--- config.mk ---
export PLATFORM = sky130hd
export DESIGN_NAME = cla_adder_pipe
export DESIGN_NICKNAME = d
export VERILOG_FILES = /design/src/rtl/cla_adder_pipe.sv
export SDC_FILE = /design/constraint.sdc
export NUM_CORES = 1
export LEC_CHECK = 0
export CAP_MARGIN = 20
export CELL_PAD_IN_SITES_DETAIL_PLACEMENT = 1
export CELL_PAD_IN_SITES_GLOBAL_PLACEMENT = 2
export CORE_ASPECT_RATIO = 1.25
export CORE_UTILIZATION = 42
export DETAILED_ROUTE_END_ITERATION = 6
export PLACE_DENSITY = 0.95
export SYNTH_ARGS = -nofsm -noshare
export SYNTH_HDL_FRONTEND = slang
export SYNTH_SLANG_ARGS = --single-unit
--- constraint.sdc ---
create_clock -name clk -period 13.7 [get_ports clk]
set_clock_uncertainty 0.2 [all_clocks]
set_input_delay 1.37 -clock clk [delete_from_list [all_inputs] [get_ports clk]]
set_output_delay 1.37 -clock clk [all_outputs]
set_load 0.02 [all_outputs]
--- src/rtl/cla_adder_pipe.sv ---
// -----------------------------------------------------------------------------
// cla_adder_pipe
//   Pipelined carry-lookahead adder/subtractor. The operands are cut into
//   SEG-bit segments. Stage k adds segment k with 4-bit lookahead groups and
//   registers its carry for stage k+1. Operand segments are skewed on the way
//   in and result segments are deskewed on the way out, so every sum bit of
//   one operation leaves on the same cycle.
//
//   Latency is STAGES = WIDTH/SEG enabled edges. The accepting edge counts as
//   the first of them. Throughput is one operation per enabled cycle.
//
// Parameters
//   WIDTH     operand/result width, a multiple of SEG
//   SEG       bits resolved per stage, a multiple of 4
//
// Ports
//   clk       clock, rising edge
//   rst       synchronous active-high reset, takes priority over en
//   en        advance enable; 0 holds every register
//   in_valid  a/b/cin/sub carry an operation this cycle
//   a, b      operands
//   cin       carry-in to bit 0, used as given
//   sub       0: a+b+cin, 1: a+~b+cin
//   out_valid sum/cout/ovf hold a completed operation
//   sum       registered result (mod 2^WIDTH)
//   cout      registered carry out of bit WIDTH-1
//   ovf       registered signed overflow
//
// Build option
//   CLA_PIPE_OVF_EN : when defined, ovf reports signed overflow. It is
//                     computed in the last stage and registered with sum.
//                     When undefined, ovf is tied to 0.
// -----------------------------------------------------------------------------
module cla_adder_pipe #(
  parameter int WIDTH = 32,
  parameter int SEG   = 8
) (
  input  logic             clk,
  input  logic             rst,
  input  logic             en,
  input  logic             in_valid,
  input  logic [WIDTH-1:0] a,
  input  logic [WIDTH-1:0] b,
  input  logic             cin,
  input  logic             sub,
  output logic             out_valid,
  output logic [WIDTH-1:0] sum,
  output logic             cout,
  output logic             ovf
);

  localparam int STAGES = WIDTH / SEG;
  localparam int GROUPS = SEG / 4;

  // One 4-bit lookahead group. Returns {carry_out, sum[3:0]}.
  function automatic logic [4:0] cla4(input logic [3:0] x,
                                      input logic [3:0] y,
                                      input logic       c0);
    logic [3:0] g;
    logic [3:0] p;
    logic [4:0] c;
    g    = x & y;
    p    = x ^ y;
    c[0] = c0;
    c[1] = g[0] | (p[0] & c0);
    c[2] = g[1] | (p[1] & g[0]) | (p[1] & p[0] & c0);
    c[3] = g[2] | (p[2] & g[1]) | (p[2] & p[1] & g[0])
         | (p[2] & p[1] & p[0] & c0);
    c[4] = g[3] | (p[3] & g[2]) | (p[3] & p[2] & g[1])
         | (p[3] & p[2] & p[1] & g[0])
         | (p[3] & p[2] & p[1] & p[0] & c0);
    return {c[4], p ^ c[3:0]};
  endfunction

  // Combinational stage outputs, gathered so that a single register block
  // owns each piece of state.
  logic [STAGES-1:0] seg_cout;
  logic [WIDTH-1:0]  seg_sum;

  // carry_q[k] is the carry registered out of stage k.
  logic [STAGES-1:0] carry_q;

  // valid_q[j] belongs to the operation that has passed j enabled edges.
  logic [STAGES:1]   valid_q;

  always_ff @(posedge clk) begin
    if (rst) begin
      valid_q <= '0;
      carry_q <= '0;
    end else if (en) begin
      valid_q[1] <= in_valid;
      for (int j = 2; j <= STAGES; j++) begin
        valid_q[j] <= valid_q[j-1];
      end
      carry_q <= seg_cout;
    end
  end

  assign out_valid = valid_q[STAGES];
  assign cout      = carry_q[STAGES-1];

`ifdef CLA_PIPE_OVF_EN
  // Sign bits of A and effective B for the operation now in the last stage.
  // They reach that stage inside the last segment's skew registers.
  logic top_sign_a;
  logic top_sign_beff;
  logic ovf_q;
`endif

  for (genvar k = 0; k < STAGES; k++) begin : g_seg
    localparam int DLY = STAGES - 1 - k;

    logic [SEG-1:0] a_seg;
    logic [SEG-1:0] b_seg;
    logic           sub_seg;
    logic           c_in;
    logic [SEG-1:0] beff;
    logic [SEG-1:0] res;
    logic           c_out;

    if (k == 0) begin : g_in
      assign a_seg   = a[SEG-1:0];
      assign b_seg   = b[SEG-1:0];
      assign sub_seg = sub;
      assign c_in    = cin;
    end else begin : g_in
      // Input skew: k registers so that this segment meets the carry of
      // its own operation coming out of stage k-1.
      logic [SEG-1:0] a_q [1:k];
      logic [SEG-1:0] b_q [1:k];
      logic [k:1]     sub_q;

      always_ff @(posedge clk) begin
        if (rst) begin
          for (int j = 1; j <= k; j++) begin
            a_q[j] <= '0;
            b_q[j] <= '0;
          end
          sub_q <= '0;
        end else if (en) begin
          a_q[1]   <= a[k*SEG +: SEG];
          b_q[1]   <= b[k*SEG +: SEG];
          sub_q[1] <= sub;
          for (int j = 2; j <= k; j++) begin
            a_q[j]   <= a_q[j-1];
            b_q[j]   <= b_q[j-1];
            sub_q[j] <= sub_q[j-1];
          end
        end
      end

      assign a_seg   = a_q[k];
      assign b_seg   = b_q[k];
      assign sub_seg = sub_q[k];
      assign c_in    = carry_q[k-1];
    end

    assign beff = b_seg ^ {SEG{sub_seg}};

    // Lookahead inside each group, ripple between groups.
    always_comb begin
      logic c;
      c   = c_in;
      res = '0;
      for (int g = 0; g < GROUPS; g++) begin
        {c, res[g*4 +: 4]} = cla4(a_seg[g*4 +: 4], beff[g*4 +: 4], c);
      end
      c_out = c;
    end

    assign seg_sum[k*SEG +: SEG] = res;
    assign seg_cout[k]           = c_out;

    // Output deskew: res_q[0] is the stage register, and DLY more registers
    // follow so that all segments line up on the output.
    logic [SEG-1:0] res_q [0:DLY];

    always_ff @(posedge clk) begin
      if (rst) begin
        for (int j = 0; j <= DLY; j++) begin
          res_q[j] <= '0;
        end
      end else if (en) begin
        res_q[0] <= res;
        for (int j = 1; j <= DLY; j++) begin
          res_q[j] <= res_q[j-1];
        end
      end
    end

    assign sum[k*SEG +: SEG] = res_q[DLY];

`ifdef CLA_PIPE_OVF_EN
    if (k == STAGES - 1) begin : g_sign
      assign top_sign_a    = a_seg[SEG-1];
      assign top_sign_beff = beff[SEG-1];
    end
`endif
  end

`ifdef CLA_PIPE_OVF_EN
  // Overflow: both operands share a sign and the result sign differs.
  always_ff @(posedge clk) begin
    if (rst) begin
      ovf_q <= 1'b0;
    end else if (en) begin
      ovf_q <= (top_sign_a == top_sign_beff) &&
               (seg_sum[WIDTH-1] != top_sign_a);
    end
  end

  assign ovf = ovf_q;
`else
  assign ovf = 1'b0;
`endif

endmodule

=== Yosys cells after proc, flatten, opt, wreduce, memory -nomap -nowiden ===
Memories as Yosys holds them, arrays and structs flattened.
Cells that the tools add are included.

* Register bits after elaboration: 14
* Memory bits (writable): 176
* Input bits: 70
* Output and inout port bits: 35
* Logic and storage cells: 301
* Memories kept: 10

* Muxes and demuxes: 28
* Bitwise operators: 257
* Reductions and logical operators: 1

{| class="wikitable"
|+ Memories
! memory !! words !! bits a word !! read ports !! clocked after memory_dff !! wr ports !! RTL line !! RTL
|-
| g_seg[0].res_q || 4 || 8 || 4 || 0 || 4 || 176 || <nowiki>logic [SEG-1:0] res_q [0:DLY];</nowiki>
|-
| g_seg[1].res_q || 3 || 8 || 3 || 0 || 3 || 176 ||
|-
| g_seg[3].g_in.a_q || 3 || 8 || 3 || 0 || 3 || 129 || <nowiki>logic [SEG-1:0] a_q [1:k];</nowiki>
|-
| g_seg[3].g_in.b_q || 3 || 8 || 3 || 0 || 3 || 130 || <nowiki>logic [SEG-1:0] b_q [1:k];</nowiki>
|-
| g_seg[2].g_in.a_q || 2 || 8 || 2 || 0 || 2 || 129 ||
|-
| g_seg[2].g_in.b_q || 2 || 8 || 2 || 0 || 2 || 130 ||
|-
| +4 memories || -- || -- || -- || -- || -- || -- ||
|}

{| class="wikitable"
|+ Operator list
! kind !! number
|-
| 8-bit two-way mux || 22
|-
| 1-bit AND || 128
|-
| 1-bit bitwise OR || 101
|-
| 4-bit bitwise XOR || 16
|-
| 4-bit AND || 8
|-
| 8-bit bitwise XOR || 4
|-
| 8-bit OR reduction || 1
|-
| 1-bit two-way mux || 6
|}

=== Depth between registers and ports, before layout ===
An unclocked memory read counts as a cell.

* Depth in word-level cells: 12
* Depth in mapped cells: 10
* Depth with buffers taken out: 9

=== Worst setup path before layout ===
Ideal clock, no wire load.

* Path kind: input port to flip-flop
* From: input en
* To: memory g_seg[0].res_q[0][0], enable pin
* Setup time: 529 ps
* Arrival time: 5020 ps
* Required time: 12971 ps
* Setup slack: 7952 ps
* Stages on the path: 3
* Buffers on the path: 1
* Cell sequence: buf_6 nor2_1 inv_1

{| class="wikitable"
|+ RTL lines
! item !! RTL line !! RTL
|-
| start: declaration || 40 || <nowiki>input logic en,</nowiki>
|-
| end: declaration || 176 ||
|}

==> out/metrics.cfg <==
[sta]
rsz0062_at_grt=no
setup_violations=0
fin_setup_tns_ns=0
slew_headroom_pct=51.6
finalMaxSlewViolations=0
clock.fmax_mhz=240
period_share_pct=30.4
worstMarginPinSlew_ns=0.724
timing.final.ws_setup_ns=9.53
min_period_ns=4.17
finalHoldViolations=0

[placed_design]
place_ws_ns=8.87
dpl_cell_area_um2=9610
gp_congestion=0.728
io_buffers=103
hpwl_um=10500

[synth]
yosysSeqAreaShare_pct=64.8
synth_edf_count=176
synth_cell_types=43
syn_nets=715
ys_warn_count=0
ys_async_sr_fraction_pct=0
syn_area_um2=8500
ys_ff_latch=187
synth-main-ff-cell=edfxtp_1
syn-instance-count=605
avgSynthCellArea_um2=14.1

[floorplan]
io_pins=105
dieArea_um2=20800
start_util_pct=43.3
fp.dieW_um=129
fp.dieH_um=161
core_um2=19600
core.rowCount=57

[clocking]
cts.sinks=187
cts_setup_buffers=0
postCtsHoldBufs=0
clockBufferDepth=2
postCtsResizedCells=0
cts_tree=yes
path_clk_slew_ns=0.07
htree_levels=4
cts-root-buf=clkbuf_16
clk_latency_ns=0.43
numCtsBuffers=17

[layout]
mostFrequentLayoutCells=edfxtp_1, and2_1, clkdlybuf4s50_1, xor2_1, ha_1
area_growth_pct=20.5
final_common_cell=edfxtp_1
postLayoutCoreUtil_pct=52.2
finalInstanceArea_um2=10200
layout-drive-gt1-share_pct=6.14
final_nets=797
num_antenna_cells=0

[power_and_ir_drop]
power.density_nw_per_um2=129
leakage_uw=0.00416
ir_worst_vdd_mv=0.0849

[flow_run]
maxCapViolations=0

[critical_path]
cp.required_ns=13.61
crit_fanout=86
start_kind=primary input
path_class=in -> reg
critPathArrivalTime_ns=4.08
worst_setup_path_end_kind=flip-flop

[route]
wl_per_cell_um=15.8
detail_route.first_pass.iterations=4
ant_nets=0
drc=0
drtIter0Drc=344
viasPerCell=4.71
wl_um=15300
via_count=4542

[global_routing]
grt_pass1_wl_um=24500
grt_pass1_vias=4900
grt_max_degree=164
grtUsageTotal_pct=15.8
overflow=0
antenna_found_initial=0

[worst_hold_path]
hold_class=reg -> reg

[outcome]
run_status=completed

## final cells by class
| type | instances | area [µm²] |
|---|---|---|
| multi-input combinational | 355 | 2650 |
| tap | 265 | 332 |
| timing repair buffer | 107 | 1100 |
| clock inverter | 8 | 53.8 |
| fill | 1909 | 9370 |
| inverter | 19 | 76.3 |
| clock buffer | 24 | 524 |
| sequential | 187 | 5510 |
## worst max-delay path: stages
cell             delay (ns)
clkdlybuf4s50_1        0.83
nor2_1                 0.33
inv_6                  0.61
buf_4                  0.57
buf_16                 0.32
## where the power goes
| part | internal (µW) | switching, µW |
|---|---|---|
| logic | 75.1 | 82.0 |
| clock network | 269 | 203 |
| registers | 673 | 15.0 |
| total | 1020 | 300 |
## sequential cells by signal, indices dropped and copies added (netlist names)
register / flops
g_seg.g_in.b_q: 48
carry_q: 4
g_seg.res_q: 80
g_seg.g_in.a_q: 48
g_seg.g_in.sub_q: 3
valid_q: 4
## final timing paths
kind | startpoint | end | slack (ns) | cells past startpoint
max | en | g_seg[2].res_q[0][0] | 9.53 | 5
min | valid_q[1] | valid_q[1] | 0.31 | 2
max reg2reg | g_seg[2].g_in.sub_q[1] | g_seg[1].res_q[0][5] | 10.82 | 8
min reg2reg | valid_q[1] | valid_q[1] | 0.31 | 2
## routing by layer
metal,vias to the layer above,routed length [µm],track usage [%],share of wire (%)
li1,2234,-,-,-
met1,2191,5960,16.7,39
met2,95,8430,29.4,55
met3,22,551,3.51,3.6
met4,0,329,7.01,2.2
met5,-,0,0,0
## cell usage after synthesis (6+ instances only)
| cell type | instances | share of area [%] |
|---|---|---|
| nor2_1 | 31 | 1.4 |
| xor2_1 | 41 | 4.2 |
| buf_4 | 18 | 1.6 |
| a21oi_1 | 14 | 0.82 |
| inv_1 | 19 | 0.84 |
| o21ai_0 | 6 | 0.35 |
| edfxtp_1 | 176 | 62 |
| xnor2_1 | 8 | 0.82 |
| nand2_1 | 8 | 0.35 |
| dfxtp_1 | 11 | 2.6 |
| mux2i_1 | 12 | 1.4 |
| clkbuf_2 | 11 | 0.65 |
| ha_1 | 32 | 4.7 |
| and2_1 | 148 | 11 |
| fa_1 | 8 | 1.9 |
| a21o_1 | 7 | 0.62 |
| clkbuf_1 | 7 | 0.31 |
## logic make-up after synthesis
group | Yosys count | share of synthesized area [%]
AOI/OAI and AO/OA | 46 | 3.78
xor gates and xnor gates | 49 | 5.05
adders and majority gates | 40 | 6.59
buffers and inverters | 63 | 4.18
DFF | 187 | 64.8
muxes | 12 | 1.41
other | 1 | 0.0441
and+or+nand+nor | 207 | 14.2
## stage by stage
stage / hold slack [ns] / total power, µW / instances
2_1_floorplan: 0.260 / 801 / 605
3_3_place_gp: 0.273 / 842 / 931
3_5_place_dp: 0.301 / 857 / 931
4_1_cts: 0.317 / 1330 / 963
5_1_grt: 0.331 / 1370 / 965
6_report: 0.310 / 1320 / 965
(Power assumes the default switching activity.)
